<file path="src/rtl/uart_byte_rx_if.sv">
// rtl/uart_byte_rx_if.sv - serial line and byte report bundle of the 8N1 UART receiver
interface uart_byte_rx_if;
  logic       uart_rx;
  logic [7:0] rx_data;
  logic       rx_done;
  logic       frame_err;
  logic       rx_busy;

  modport master (
    input  uart_rx,
    output rx_data,
    output rx_done,
    output frame_err,
    output rx_busy
  );

  modport slave (
    output uart_rx,
    input  rx_data,
    input  rx_done,
    input  frame_err,
    input  rx_busy
  );
endinterface

</file>
<file path="src/rtl/uart_byte_rx.sv">
// rtl/uart_byte_rx.sv - 8N1 LSB-first UART receiver with mid-bit sampling and stop check
module uart_byte_rx #(
  parameter int CLK_FREQ = 50_000_000,
  parameter int BAUD     = 9600,
  parameter int BIT_CNT  = CLK_FREQ / BAUD
) (
  input logic             Clk,
  input logic             Reset_n,
  uart_byte_rx_if.master  bus
);
  localparam int HALF_CNT = BIT_CNT / 2;
  localparam int CNT_W    = $clog2(BIT_CNT);
  localparam logic [CNT_W-1:0] BIT_LAST  = CNT_W'(BIT_CNT - 1);
  localparam logic [CNT_W-1:0] HALF_LAST = CNT_W'(HALF_CNT - 1);

  localparam logic [1:0] IDLE  = 2'd0;
  localparam logic [1:0] START = 2'd1;
  localparam logic [1:0] DATA  = 2'd2;
  localparam logic [1:0] STOP  = 2'd3;

  logic [1:0]       state;
  logic [CNT_W-1:0] cnt;
  logic [2:0]       bit_idx;
  logic [7:0]       shreg;
  logic [7:0]       data_q;
  logic             done_q;
  logic             ferr_q;
  logic             sync1;
  logic             sync2;
  logic             prev;
  logic             start_edge;

  // Edge needs prev high, so a line parked low can never look like a new start.
  assign start_edge = prev & ~sync2;

  always_ff @(posedge Clk) begin
    if (!Reset_n) begin
      state   <= IDLE;
      cnt     <= '0;
      bit_idx <= 3'd0;
      shreg   <= 8'h00;
      data_q  <= 8'h00;
      done_q  <= 1'b0;
      ferr_q  <= 1'b0;
      sync1   <= 1'b1;
      sync2   <= 1'b1;
      prev    <= 1'b1;
    end else begin
      sync1  <= bus.uart_rx;
      sync2  <= sync1;
      prev   <= sync2;
      done_q <= 1'b0;
      ferr_q <= 1'b0;
      case (state)
        IDLE: begin
          cnt <= '0;
          if (start_edge) state <= START;
        end
        START: begin
          if (cnt == HALF_LAST) begin
            cnt <= '0;
            if (!sync2) begin
              state   <= DATA;
              bit_idx <= 3'd0;
            end else begin
              state <= IDLE;
            end
          end else begin
            cnt <= cnt + CNT_W'(1);
          end
        end
        DATA: begin
          if (cnt == BIT_LAST) begin
            cnt     <= '0;
            shreg   <= {sync2, shreg[7:1]};
            bit_idx <= bit_idx + 3'd1;
            if (bit_idx == 3'd7) state <= STOP;
          end else begin
            cnt <= cnt + CNT_W'(1);
          end
        end
        STOP: begin
          if (cnt == BIT_LAST) begin
            cnt   <= '0;
            state <= IDLE;
            if (sync2) begin
              data_q <= shreg;
              done_q <= 1'b1;
            end else begin
              ferr_q <= 1'b1;
            end
          end else begin
            cnt <= cnt + CNT_W'(1);
          end
        end
        default: begin
          state <= IDLE;
          cnt   <= '0;
        end
      endcase
    end
  end

  assign bus.rx_data   = data_q;
  assign bus.rx_done   = done_q;
  assign bus.frame_err = ferr_q;
  assign bus.rx_busy   = (state != IDLE);
endmodule

</file>
<file path="src/flat_wrapper.sv">
// flat-port wrapper written by rule: the top's interface ports become plain ports
module uart_byte_rx_flat 
#(
  parameter int CLK_FREQ = 50_000_000,
  parameter int BAUD     = 9600,
  parameter int BIT_CNT  = CLK_FREQ / BAUD
)
  (Clk, Reset_n, bus_uart_rx, bus_rx_data, bus_rx_done, bus_frame_err, bus_rx_busy);
  uart_byte_rx_if bus_i ();
  input logic Clk;
  input logic Reset_n;
  input wire logic [$bits(bus_i.uart_rx)-1:0] bus_uart_rx;
  output wire logic [$bits(bus_i.rx_data)-1:0] bus_rx_data;
  output wire logic [$bits(bus_i.rx_done)-1:0] bus_rx_done;
  output wire logic [$bits(bus_i.frame_err)-1:0] bus_frame_err;
  output wire logic [$bits(bus_i.rx_busy)-1:0] bus_rx_busy;
  assign bus_i.uart_rx = bus_uart_rx;
  assign bus_rx_data = bus_i.rx_data;
  assign bus_rx_done = bus_i.rx_done;
  assign bus_frame_err = bus_i.frame_err;
  assign bus_rx_busy = bus_i.rx_busy;
  uart_byte_rx #(.CLK_FREQ(CLK_FREQ), .BAUD(BAUD), .BIT_CNT(BIT_CNT)) u_core (.Clk(Clk), .Reset_n(Reset_n), .bus(bus_i));
endmodule
</file>
<file path="config.mk">
export PLATFORM = sky130hd
export DESIGN_NAME = uart_byte_rx_flat
export DESIGN_NICKNAME = d
export VERILOG_FILES = /design/src/rtl/uart_byte_rx_if.sv /design/src/rtl/uart_byte_rx.sv /design/src/flat_wrapper.sv
export SDC_FILE = /design/constraint.sdc
export NUM_CORES = 1
export LEC_CHECK = 0
export CAP_MARGIN = 20
export CORE_UTILIZATION = 40
export DETAILED_ROUTE_END_ITERATION = 8
export GPL_ROUTABILITY_DRIVEN = 0
export GPL_TIMING_DRIVEN = 0
export PLACE_DENSITY = 0.7
export SETUP_SLACK_MARGIN = 0.5
export SLEW_MARGIN = 10
export SYNTH_ARGS = -nofsm -noshare
export SYNTH_HDL_FRONTEND = slang
export SYNTH_SLANG_ARGS = --single-unit
</file>
<file path="constraint.sdc">
create_clock -name Clk -period 2.25 [get_ports Clk]
set_clock_uncertainty 0.2 [all_clocks]
set_input_delay 0.45 -clock Clk [delete_from_list [all_inputs] [get_ports Clk]]
set_output_delay 0.45 -clock Clk [all_outputs]
set_load 0.02 [all_outputs]
</file>
==> qor.json <==
{
  "antenna_cells_inserted": {"value": 0},
  "globalRoute.totalOverflow": {"value": 0},
  "final_core_utilization": {"value": 0.545},
  "finalCritPeriodShare": {"value": 0.771},
  "h-tree-depth": {"value": 2},
  "dominant_combinational_cell_family_by_area_after_synthesis": {"value": "simple AND/OR/NAND/NOR gates"},
  "regToRegSetupSlack": {"value": 0.55, "unit": "ns"},
  "final_cell_area": {"value": 0.00224, "unit": "mm²"},
  "synth_adder_area_share": {"value": 0.0213},
  "worst-r2r-cell-count": {"value": 6},
  "grt_antenna_before_repair": {"value": 0},
  "avgViaCountPerCell": {"value": 5.07},
  "startpoint_to_endpoint_class_of_the_critical_path": {"value": "reg2out"},
  "synth_top_cell_area_share": {"value": 0.443},
  "grt_pass1_vias": {"value": 1261},
  "layout-drive-gt1-share": {"value": 0.271},
  "first_pass_grt_wire_length": {"value": 5.45, "unit": "mm"},
  "wire_per_inst": {"value": 12.6, "unit": "µm"},
  "postPlaceCellArea": {"value": 0.00195, "unit": "mm²"},
  "timing.critical_path.cells": {"value": "buf_6 -> or2_4 -> buf_6"},
  "row_count": {"value": 23},
  "timing.rr.end": {"value": "u_core.cnt[6]$_SDFF_PN0_"},
  "post_synthesis_area_per_instance": {"value": 9.52, "unit": "µm²"},
  "post_route_hold_slack": {"value": 0.216, "unit": "ns"},
  "yosysTopAreaCell": {"value": "sky130_fd_sc_hd__dfxtp_1"},
  "outcome": {"value": "finished, final reports clean"},
  "pin_slew_with_the_least_headroom_to_its_limit": {"value": 0.406, "unit": "ns"},
  "clk_pin_slew": {"value": 0.08, "unit": "ns"},
  "final_max_slew_viol_count": {"value": 0},
  "grt_max_degree": {"value": 14},
  "synth_compound_area_frac": {"value": 0.0391},
  "critical_path.max_stage_delay": {"value": 0.33, "unit": "ns"},
  "detailedPlacementHpwl": {"value": 2.17, "unit": "mm"},
  "clock-sinks": {"value": 39},
  "flow.area_growth_from_synthesis": {"value": 27.3, "unit": "%"},
  "effective_utilization_at_floorplan": {"value": 0.428},
  "hold_buffers": {"value": 0},
  "wl": {"value": 3.43, "unit": "mm"},
  "dieWidth": {"value": 68.4, "unit": "µm"},
  "asyncSetResetFlopFracSynth": {"value": 0},
  "cts_tree": {"value": "yes"},
  "synth_cell_type_count": {"value": 36},
  "post_synth_and_or_nand_nor_area_fraction": {"value": 0.300},
  "crit_top_cell": {"value": "sky130_fd_sc_hd__buf_6"},
  "report.final.setup_viol": {"value": 0},
  "worst-path-buf-inv": {"value": 2},
  "timing.critical_path.fanout_max": {"value": 3},
  "clk_path_buf_depth": {"value": 2},
  "finalHoldViolCount": {"value": 0},
  "power_density": {"value": 554, "unit": "mW/mm²"},
  "synth.cell_area": {"value": 0.00176, "unit": "mm²"},
  "finalNetCount": {"value": 226},
  "gr-usage-all-layers": {"value": 0.158},
  "drt_pre_antenna_iters": {"value": 4},
  "die_h": {"value": 68.4, "unit": "µm"},
  "area.sequential": {"value": 793, "unit": "µm²"},
  "synth_area_leaders": {"value": "sky130_fd_sc_hd__dfxtp_1 (44%), sky130_fd_sc_hd__mux2i_1 (9.7%), sky130_fd_sc_hd__nor2_1 (5.3%)"},
  "cts_inserted_buffers": {"value": 5},
  "drt_iter0_drc": {"value": 81},
  "critPathSlowestCell": {"value": "sky130_fd_sc_hd__dfxtp_2"},
  "critPathLaunchType": {"value": "flop"},
  "max_freq": {"value": 576, "unit": "MHz"},
  "placeableCoreArea": {"value": 0.00412, "unit": "mm²"},
  "die_area": {"value": 0.00467, "unit": "mm²"},
  "hold-path-endpoint": {"value": "u_core.sync2$_SDFF_PN1_"},
  "critical_path_required": {"value": 1.60, "unit": "ns"},
  "clk-insertion-delay-late": {"value": 0.29, "unit": "ns"},
  "synth_enable_flop_cells": {"value": 0},
  "postSynth.topFlopCell": {"value": "sky130_fd_sc_hd__dfxtp_1"},
  "ios": {"value": 14},
  "slew_headroom": {"value": 0.729},
  "hold_path_startpoint": {"value": "u_core.sync1$_SDFF_PN1_"},
  "critPathCaptureType": {"value": "primary output"},
  "postSynthNetCount": {"value": 191},
  "setup_repair_after_global_routing_missed_its_margin": {"value": "yes"},
  "detailroute.via_count": {"value": 1375},
  "number_of_max_cap_violations": {"value": 0},
  "cts_root_buf": {"value": "sky130_fd_sc_hd__clkbuf_8"},
  "area_taken_by_multi_input_logic_gates": {"value": 967, "unit": "µm²"},
  "io_buffer_count": {"value": 13},
  "reg2reg_from": {"value": "u_core.cnt[8]$_SDFF_PN0_"},
  "min-delay-path-class": {"value": "reg2reg"},
  "antenna_violating_nets_post_route": {"value": 0},
  "final_critical_path_required_period": {"value": 1.74, "unit": "ns"},
  "ir_worst_vdd": {"value": 0.000341, "unit": "V"},
  "synthCells": {"value": 185},
  "post-route-drc-count": {"value": 0},
  "yosysSeqAreaShare": {"value": 0.443},
  "synth.mux.area_fraction": {"value": 0.0966},
  "synth-xor-area-share": {"value": 0.0547},
  "worstHoldPathCells": {"value": 1},
  "cpLargestDelayFamily": {"value": "flip-flops"},
  "total_leakage_power": {"value": 0.953, "unit": "nW"},
  "total_power": {"value": 1.24, "unit": "mW"},
  "postSynthRegisterBits": {"value": 39},
  "n_fill_cell": {"value": 363},
  "yosys_warnings": {"value": 0},
  "critPathArrivalTime": {"value": 1.09, "unit": "ns"}
}
synth_stat cells, drive strengths merged, types with 4 or more instances:
library cell / number
buf: 5
nor2: 26
clkbuf: 4
nor3: 5
nand3: 8
inv: 7
or2: 5
dfxtp: 39
xnor2: 8
and4bb: 4
a21oi: 4
nand4: 7
mux2i: 17
nand2: 24
stage by stage:
step,worst slack [ns],instances,setup TNS (ns)
after CTS,0.376,257,0
after global placement,-0.0720,248,-0.446
after floorplan,0.549,185,0
after detailed placement,-0.0828,248,-0.553
final,0.515,271,0
after global routing,0.475,271,0
layout make-up:
class	count	share of cell area
multi-input cells	130	0.431
flip-flops and latches	39	0.354
repair buffers	28	0.103
plain buffers	9	0.0329
clock buffers	5	0.0307
well taps	50	0.0279
inverters	7	0.0117
clock inverters	3	0.00892
layout by cell type (no fill, tap or decap), drive strengths merged, types with 3 or more instances in the layout:
cell type	count
dfxtp	39
dlygate4sd2	10
xnor2	8
nor2	26
nand2	24
inv	7
nand4	7
or2	5
buf	21
a21oi	4
nand3	8
ha	3
clkbuf	9
nor3	5
and4bb	4
xor2	3
mux2i	17
worst max-delay path by stage:
stage / startpoint / to / slack [ns] / cells past startpoint
after floorplan: u_core.cnt[0]$_SDFF_PN0_ / u_core.cnt[10]$_SDFF_PN0_ / 0.55 / 6
after global placement: Reset_n / u_core.bus.rx_data[2]$_SDFFE_PN0P_ / -0.07 / 5
after detailed placement: Reset_n / u_core.bus.rx_data[5]$_SDFFE_PN0P_ / -0.08 / 5
after CTS: flop / bus_rx_busy / 0.38 / 3
after global routing: u_core.cnt[3]$_SDFF_PN0_ / u_core.bus.rx_data[3]$_SDFFE_PN0P_ / 0.48 / 5
final: flop / bus_rx_busy / 0.51 / 3
metal layers:
metal | track usage | vias up | part of all wire
met5 | 0 | - | 0
met4 | 0.0729 | 0 | 0.018
met3 | 0.0517 | 7 | 0.025
met2 | 0.245 | 15 | 0.47
met1 | 0.197 | 657 | 0.49
li1 | - | 696 | -
repair_timing:
item / in CTS / in global routing
gates resized for setup: 23 / 27
hold endpoints to repair: 0 / 0
setup endpoints to repair: 43 / 31
buffers inserted: 1 / 14
pin swaps: 3 / 5
cell families after synthesis:
family | Yosys count
DFF | 39
AOI/OAI and AO/OA | 8
buffers and inverters | 16
adders and majority gates | 3
and+or+nand+nor | 91
xor gates and xnor gates | 11
muxes | 17
report_power, final:
part           switching, mW  internal (mW)  total (mW)
sequential           0.00467          0.695       0.700
combinational         0.0363         0.0359      0.0722
clock                  0.254          0.216       0.470
total                  0.295          0.947        1.24
worst reg2reg max path: stages, from the launching register on:
cell and delay (ns):
sky130_fd_sc_hd__dfxtp_1 0.31, sky130_fd_sc_hd__clkbuf_2 0.17, sky130_fd_sc_hd__and4bb_2 0.33, sky130_fd_sc_hd__and3_4 0.22, sky130_fd_sc_hd__a2bb2oi_4 0.17, sky130_fd_sc_hd__buf_6 0.16, sky130_fd_sc_hd__nor2_1 0.05
flip-flops by register name, summed over array words and instances, names as in the netlist, named ones only:
name                  cells
u_core.sync1              1
u_core.shreg              8
u_core.bus.rx_data        8
u_core.cnt               13
u_core.bus.rx_done        1
u_core.sync2              1
u_core.bit_idx            3
u_core.state              1
u_core.bus.frame_err      1
u_core.prev               1
Power figures use the tool's default switching activity.
